`config.mk`:
```
export PLATFORM = sky130hd
export DESIGN_NAME = apb_rr_master
export DESIGN_NICKNAME = d
export VERILOG_FILES = /design/src/rtl/apb_rr_pkg.sv /design/src/rtl/apb_rr_master_rr_pick.sv /design/src/rtl/apb_rr_master.sv
export SDC_FILE = /design/constraint.sdc
export NUM_CORES = 1
export LEC_CHECK = 0
export CAP_MARGIN = 20
export CELL_PAD_IN_SITES_DETAIL_PLACEMENT = 0
export CELL_PAD_IN_SITES_GLOBAL_PLACEMENT = 1
export CORE_MARGIN = 1.5
export CORE_UTILIZATION = 31
export CTS_BUF_LIST = sky130_fd_sc_hd__clkbuf_2
export CTS_CLUSTER_DIAMETER = 30
export CTS_CLUSTER_SIZE = 16
export DETAILED_ROUTE_END_ITERATION = 10
export PLACE_DENSITY_LB_ADDON = 0.1
export SETUP_SLACK_MARGIN = 0.1
export SYNTH_ARGS = -nofsm -noshare
export SYNTH_HDL_FRONTEND = slang
export SYNTH_SLANG_ARGS = --single-unit
```
`constraint.sdc`:
```
create_clock -name pclk -period 3.7 [get_ports pclk]
set_input_delay 0.37 -clock pclk [delete_from_list [all_inputs] [get_ports pclk]]
set_output_delay 0.37 -clock pclk [all_outputs]
set_load 0.03 [all_outputs]
```
`src/rtl/apb_rr_pkg.sv`:
```
// Shared types and defaults for the round-robin APB master: FSM encoding,
// default bus widths and the grant-index width helper.
package apb_rr_pkg;

    typedef enum logic [2:0] {
        ST_IDLE   = 3'b001,
        ST_SETUP  = 3'b010,
        ST_ACCESS = 3'b100
    } state_t;

    localparam int DEF_ADDR_W      = 9;
    localparam int DEF_DATA_W      = 32;
    localparam int DEF_TIMEOUT_CYC = 16;

    // Index width for a requester count; never narrower than one bit.
    function automatic int id_width(input int n);
        return (n < 2) ? 1 : $clog2(n);
    endfunction

endpackage

```
`src/rtl/apb_rr_master_rr_pick.sv`:
```
// Combinational round-robin picker: first set request searching upward from
// ptr+1 with wrap; the caller owns and updates the pointer.
module rr_pick #(
    parameter int N    = 4,
    parameter int ID_W = 2
) (
    input  logic [N-1:0]    req,
    input  logic [ID_W-1:0] ptr,
    output logic [N-1:0]    gnt,
    output logic [ID_W-1:0] idx,
    output logic            any
);

    int            c;
    logic [ID_W-1:0] cand;

    always_comb begin
        gnt  = '0;
        idx  = '0;
        any  = 1'b0;
        c    = 0;
        cand = '0;
        for (int k = 1; k <= N; k++) begin
            c = int'(ptr) + k;
            if (c >= N) c = c - N;
            cand = ID_W'(c);
            if (!any && req[cand]) begin
                any       = 1'b1;
                idx       = cand;
                gnt[cand] = 1'b1;
            end
        end
    end

endmodule

```
`src/rtl/apb_rr_master.sv`:
```
// Round-robin APB master sharing one slave port between NUM_REQ requesters.
// Define APB_TIMEOUT_EN to add the ACCESS-phase watchdog (rsp_err on expiry).
module apb_rr_master
    import apb_rr_pkg::*;
#(
    parameter int NUM_REQ     = 4,
    parameter int ADDR_W      = DEF_ADDR_W,
    parameter int DATA_W      = DEF_DATA_W,
    parameter int TIMEOUT_CYC = DEF_TIMEOUT_CYC
) (
    input  logic                        pclk,
    input  logic                        preset_n,
    input  logic [NUM_REQ-1:0]          req_valid,
    input  logic [NUM_REQ-1:0]          req_write,
    input  logic [NUM_REQ*ADDR_W-1:0]   req_addr,
    input  logic [NUM_REQ*DATA_W-1:0]   req_wdata,
    output logic [NUM_REQ-1:0]          req_ready,
    output logic [NUM_REQ-1:0]          rsp_valid,
    output logic [DATA_W-1:0]           rsp_rdata,
    output logic                        rsp_err,
    output logic [id_width(NUM_REQ)-1:0] gnt_id,
    output logic                        busy,
    output logic                        psel,
    output logic                        penable,
    output logic                        pwrite,
    output logic [ADDR_W-1:0]           paddr,
    output logic [DATA_W-1:0]           pwdata,
    output logic                        transfer,
    input  logic [DATA_W-1:0]           prdata,
    input  logic                        pready
);

    localparam int ID_W = id_width(NUM_REQ);

    state_t            state_reg;
    logic [ID_W-1:0]   ptr_reg;
    logic [NUM_REQ-1:0] pick_gnt;
    logic [ID_W-1:0]   pick_idx;
    logic              pick_any;
    logic              timeout_hit;
    logic              xfer_done;
    logic              launch;

    logic [ADDR_W-1:0] addr_arr  [NUM_REQ];
    logic [DATA_W-1:0] wdata_arr [NUM_REQ];

    generate
        for (genvar gi = 0; gi < NUM_REQ; gi++) begin : g_unpack
            assign addr_arr[gi]  = req_addr[gi*ADDR_W +: ADDR_W];
            assign wdata_arr[gi] = req_wdata[gi*DATA_W +: DATA_W];
        end
    endgenerate

    rr_pick #(
        .N    (NUM_REQ),
        .ID_W (ID_W)
    ) u_pick (
        .req (req_valid),
        .ptr (ptr_reg),
        .gnt (pick_gnt),
        .idx (pick_idx),
        .any (pick_any)
    );

`ifdef APB_TIMEOUT_EN
    localparam int CNT_W = $clog2(TIMEOUT_CYC + 1);
    logic [CNT_W-1:0] to_cnt_reg;

    // Fires on the last permitted wait cycle; a same-edge pready takes priority.
    assign timeout_hit = (state_reg == ST_ACCESS) && !pready &&
                         (to_cnt_reg == CNT_W'(TIMEOUT_CYC - 1));

    always_ff @(posedge pclk or negedge preset_n) begin
        if (!preset_n) begin
            to_cnt_reg <= '0;
        end else if (state_reg == ST_SETUP) begin
            to_cnt_reg <= '0;
        end else if (state_reg == ST_ACCESS && !pready) begin
            to_cnt_reg <= to_cnt_reg + CNT_W'(1);
        end
    end
`else
    logic unused_timeout_cfg;
    assign unused_timeout_cfg = (TIMEOUT_CYC != 0);
    assign timeout_hit        = 1'b0;
`endif

    assign xfer_done = (state_reg == ST_ACCESS) && (pready || timeout_hit);
    // A new command is accepted from IDLE or on the completing edge (back-to-back).
    assign launch    = pick_any && ((state_reg == ST_IDLE) || xfer_done);

    always_ff @(posedge pclk or negedge preset_n) begin
        if (!preset_n) begin
            state_reg <= ST_IDLE;
            ptr_reg   <= ID_W'(NUM_REQ - 1);
            req_ready <= '0;
            rsp_valid <= '0;
            rsp_rdata <= '0;
            rsp_err   <= 1'b0;
            gnt_id    <= '0;
            busy      <= 1'b0;
            psel      <= 1'b0;
            penable   <= 1'b0;
            pwrite    <= 1'b0;
            paddr     <= '0;
            pwdata    <= '0;
            transfer  <= 1'b0;
        end else begin
            req_ready <= '0;
            rsp_valid <= '0;
            unique case (state_reg)
                ST_IDLE: ;
                ST_SETUP: begin
                    penable   <= 1'b1;
                    state_reg <= ST_ACCESS;
                end
                ST_ACCESS: begin
                    if (xfer_done) begin
                        rsp_valid <= NUM_REQ'(1) << gnt_id;
                        rsp_rdata <= (pwrite || !pready) ? '0 : prdata;
                        rsp_err   <= timeout_hit;
                        penable   <= 1'b0;
                        psel      <= 1'b0;
                        transfer  <= 1'b0;
                        busy      <= 1'b0;
                        state_reg <= ST_IDLE;
                    end
                end
                default: state_reg <= ST_IDLE;
            endcase
            if (launch) begin
                pwrite    <= req_write[pick_idx];
                paddr     <= addr_arr[pick_idx];
                pwdata    <= wdata_arr[pick_idx];
                req_ready <= pick_gnt;
                gnt_id    <= pick_idx;
                ptr_reg   <= pick_idx;
                psel      <= 1'b1;
                penable   <= 1'b0;
                transfer  <= 1'b1;
                busy      <= 1'b1;
                state_reg <= ST_SETUP;
            end
        end
    end

endmodule
```
==> flow_summary_export.csv <==
group,metric,value,unit
global_routing,overflow,0,
die,io-pin-count,296,
synthesis,postSynthAreaPerCell,10.0,µm²
timing,hold_violations,0,
placed_design,port_buffers,294,
global_routing,vias_in_the_first_global_route,6034,
timing,totalNegativeSetupSlack,0,ps
final_layout,synthToLayoutAreaGrowth,55.5,%
timing,setup_violations,0,
synthesis,post-synth-top-count-cell,"sky130_fd_sc_hd__dfrtp_1",
worst_setup_path,crit_path_end_kind,"register",
global_routing,grt_antenna_before_repair,1,
placed_design,dp.final_hpwl,16200,µm
drt,drtPass1Iterations,4,
final_layout,layout_top_registers,"pwdata x32, rsp_rdata x32, paddr x9",
synthesis,netlist_top_cells_area,"sky130_fd_sc_hd__dfrtp_1, sky130_fd_sc_hd__o211ai_2, sky130_fd_sc_hd__mux2_1, sky130_fd_sc_hd__mux2i_1, sky130_fd_sc_hd__o221ai_1",
synthesis,netlist.top_cell.by_area,"sky130_fd_sc_hd__dfrtp_1",
worst_setup_path,setup_cp_type,"reg -> reg",
drt,routed_wl,21900,µm
die,starting_density,31.9,%
job,drv_cap,0,
clock_network,clk_latency,610,ps
clock_network,count_of_h_tree_levels_built_during_cts,3,
worst_setup_path,worstPathArrival,3890,ps
die,die_area,0.0203,mm²
run_status,outcome,"finished, final reports clean",
synthesis,ys.flop_type,"sky130_fd_sc_hd__dfrtp_1",
synthesis,synth.top_cells.by_count,"sky130_fd_sc_hd__dfrtp_1, sky130_fd_sc_hd__nand2_1, sky130_fd_sc_hd__o221ai_1",
drt,drt_first_iter_violations,235,
drt,wl_per_cell,19.2,µm
min_path,startpoint_of_the_most_critical_hold_path,"prdata[31]",
drt,ant_nets,0,
synthesis,synth-edff-count,0,
timing,grt_setup_unrepaired,"false",
synthesis,synth_largest_type_area_fraction,36.5,%
worst_setup_path,worstPathRequired,4210,ps
synthesis,synth.yosys.warnings,0,
pwr,power_density,858,mW/mm²
synthesis,seq_area_frac_synth,37.8,%
global_routing,grt_pass1_wl,33700,µm
timing,timing.final.ws_setup,325,ps
synthesis,async_reset_ff_share,100,%
timing,final.period_utilization,91.2,%
drt,number_of_remaining_drc_errors,0,
die,placement_rows,50,
clock_network,cts-root-to-sink-buffers,2,
synthesis,flip_flop_and_latch_count_after_synthesis,91,
clock_network,clock_sink_count,91,
timing,relSlewSlack,41.7,%
die,fp.dieH,143,µm
min_path,worst_hold_path_type,"in -> reg",
final_layout,drive_gt1_share,11.0,%
timing,whs,257,ps
clock_network,clock_tree.root_cell,"sky130_fd_sc_hd__clkbuf_2",
clock_network,postCtsResizedCells,0,
final_layout,nets,1088,
worst_setup_path,crit_start,"ptr_reg[0]$_DFFE_PN1P_",
worst_setup_path,worst_r2r_startpoint,"ptr_reg[0]$_DFFE_PN1P_",
worst_setup_path,reg2reg_setup_slack,320,ps
timing,setup_skew,25.4,ps
final_layout,layout_filler_cell_count,1748,
worst_setup_path,path_max_fanout,17,
global_routing,groute.usage.overall,21.6,%
synthesis,gate_count_after_technology_mapping,603,
timing,period_needed,3380,ps
die,fp.coreArea,0.0189,mm²
clock_network,cts_setup_buffers,0,
pwr,power.leakage,3.79,nW
worst_setup_path,startpoint_class_of_the_critical_path,"register",
synthesis,synth_area,0.00604,mm²
clock_network,tritoncts.num_buffers,9,
placed_design,place_ws,408,ps
drt,detailroute.via_count,5812,
timing,fmax,296,MHz
clock_network,cts_tree,"yes",
synthesis,yosys.cell_types.count,44,
global_routing,pin_count_of_the_biggest_net_entering_global_routing,69,
timing,tightest_slew,875,ps
pwr,power.ir.vdd_worst,0.339,mV
timing,slew_viol_final,0,
placed_design,globalplace.congestion,0.814,
clock_network,cts.clk_slew.worst_paths,310,ps
drt,post_drt_via_cell_ratio,5.10,
die,die_x,143,µm
synthesis,number_of_nets_in_the_synthesized_netlist,818,
timing repair:
action                                  CTS  global route
endpoints found under the setup margin    0             0
hold buffers                              1             0
hold endpoints to repair                 58             0
cell usage in the layout, fill, tap and decap left out, types with 5 or more instances in the layout:
cell type and instances:
sky130_fd_sc_hd__a21oi_1 13, sky130_fd_sc_hd__nand2b_1 36, sky130_fd_sc_hd__mux2i_1 43, sky130_fd_sc_hd__buf_4 16, sky130_fd_sc_hd__nor2_1 14, sky130_fd_sc_hd__mux2_1 39, sky130_fd_sc_hd__nand2_1 81, sky130_fd_sc_hd__clkdlybuf4s50_1 293
sky130_fd_sc_hd__dfrtp_1 88, sky130_fd_sc_hd__mux2_2 7, sky130_fd_sc_hd__inv_1 8, sky130_fd_sc_hd__clkbuf_2 9, sky130_fd_sc_hd__buf_12 5, sky130_fd_sc_hd__o21a_1 41, sky130_fd_sc_hd__o21ai_0 37, sky130_fd_sc_hd__ha_1 8
sky130_fd_sc_hd__o211ai_1 5, sky130_fd_sc_hd__o221ai_1 44, sky130_fd_sc_hd__o211ai_2 39
power by group:
part / internal (mW) / leakage [nW] / switching, mW / total [mW]
registers: 1.43 / 1.15 / 0.298 / 1.73
logic: 2.52 / 2.57 / 3.27 / 5.79
clock network: 0.110 / 0.0660 / 0.423 / 0.533
cell type report:
cell class / count / area [µm²] / area share, %
clock inverter: 7 / 68.8 / 0.733
clock buffer: 9 / 45.0 / 0.480
timing repair buffer: 315 / 3160 / 33.7
antenna: 2 / 5.00 / 0.0533
sequential: 91 / 2280 / 24.3
inverter: 8 / 30.0 / 0.320
multi-input combinational: 448 / 3460 / 36.9
tap: 260 / 325 / 3.47
metal layers:
layer	vias up	global-route usage, %	routed length (µm)
li1	2773	-	-
met1	2767	25.9	8980
met2	241	37.5	10800
met3	31	5.45	1710
met4	0	7.49	465
met5	-	0	0
worst max-delay path, cell delays in order (launching register included):
cell                        delay (ps)
sky130_fd_sc_hd__dfstp_2           810
sky130_fd_sc_hd__inv_1             180
sky130_fd_sc_hd__ha_1              380
sky130_fd_sc_hd__inv_1             120
sky130_fd_sc_hd__mux2i_1           250
sky130_fd_sc_hd__buf_4             220
sky130_fd_sc_hd__o2111ai_4         310
sky130_fd_sc_hd__o21ai_4           180
sky130_fd_sc_hd__buf_4             330
sky130_fd_sc_hd__mux2i_1           380
sky130_fd_sc_hd__o211ai_2          100
path summary, 6_finish.rpt:
kind / end / cells past startpoint
max: paddr[0]$_DFFE_PN0P_ / 10
min: rsp_rdata[31]$_DFFE_PN0P_ / 3
max reg2reg: paddr[0]$_DFFE_PN0P_ / 10
min reg2reg: rsp_rdata[16]$_DFFE_PN0P_ / 2
max in group asynchronous: paddr[0]$_DFFE_PN0P_ / 3
min in group asynchronous: req_ready[2]$_DFF_PN0_ / 2
kinds of logic (layout without fill, tap and decap cells):
group           Yosys count  in the layout  synth area share, %
compound gates          194            194                 26.6
mux                      91             91                 16.5
simple gates            153            153                 12.0
buf+inv                  64            339                 5.33
xor+xnor                  1              1                0.145
flops                    91             91                 37.8
other cells               1              3               0.0621
fa+ha+maj                 8              8                 1.66
stage by stage:
stage	std cells	power [mW]	cell area, µm²	utilization [%]
4_1_cts	1137	8.16	9360	49.5
3_3_place_gp	1120	7.47	9230	48.9
2_1_floorplan	603	5.63	6040	-
3_5_place_dp	1120	7.61	9230	48.9
5_1_grt	1140	8.64	9380	49.7
6_report	1140	8.05	9380	49.7
Note: power is estimated with default switching activity, not from simulation.
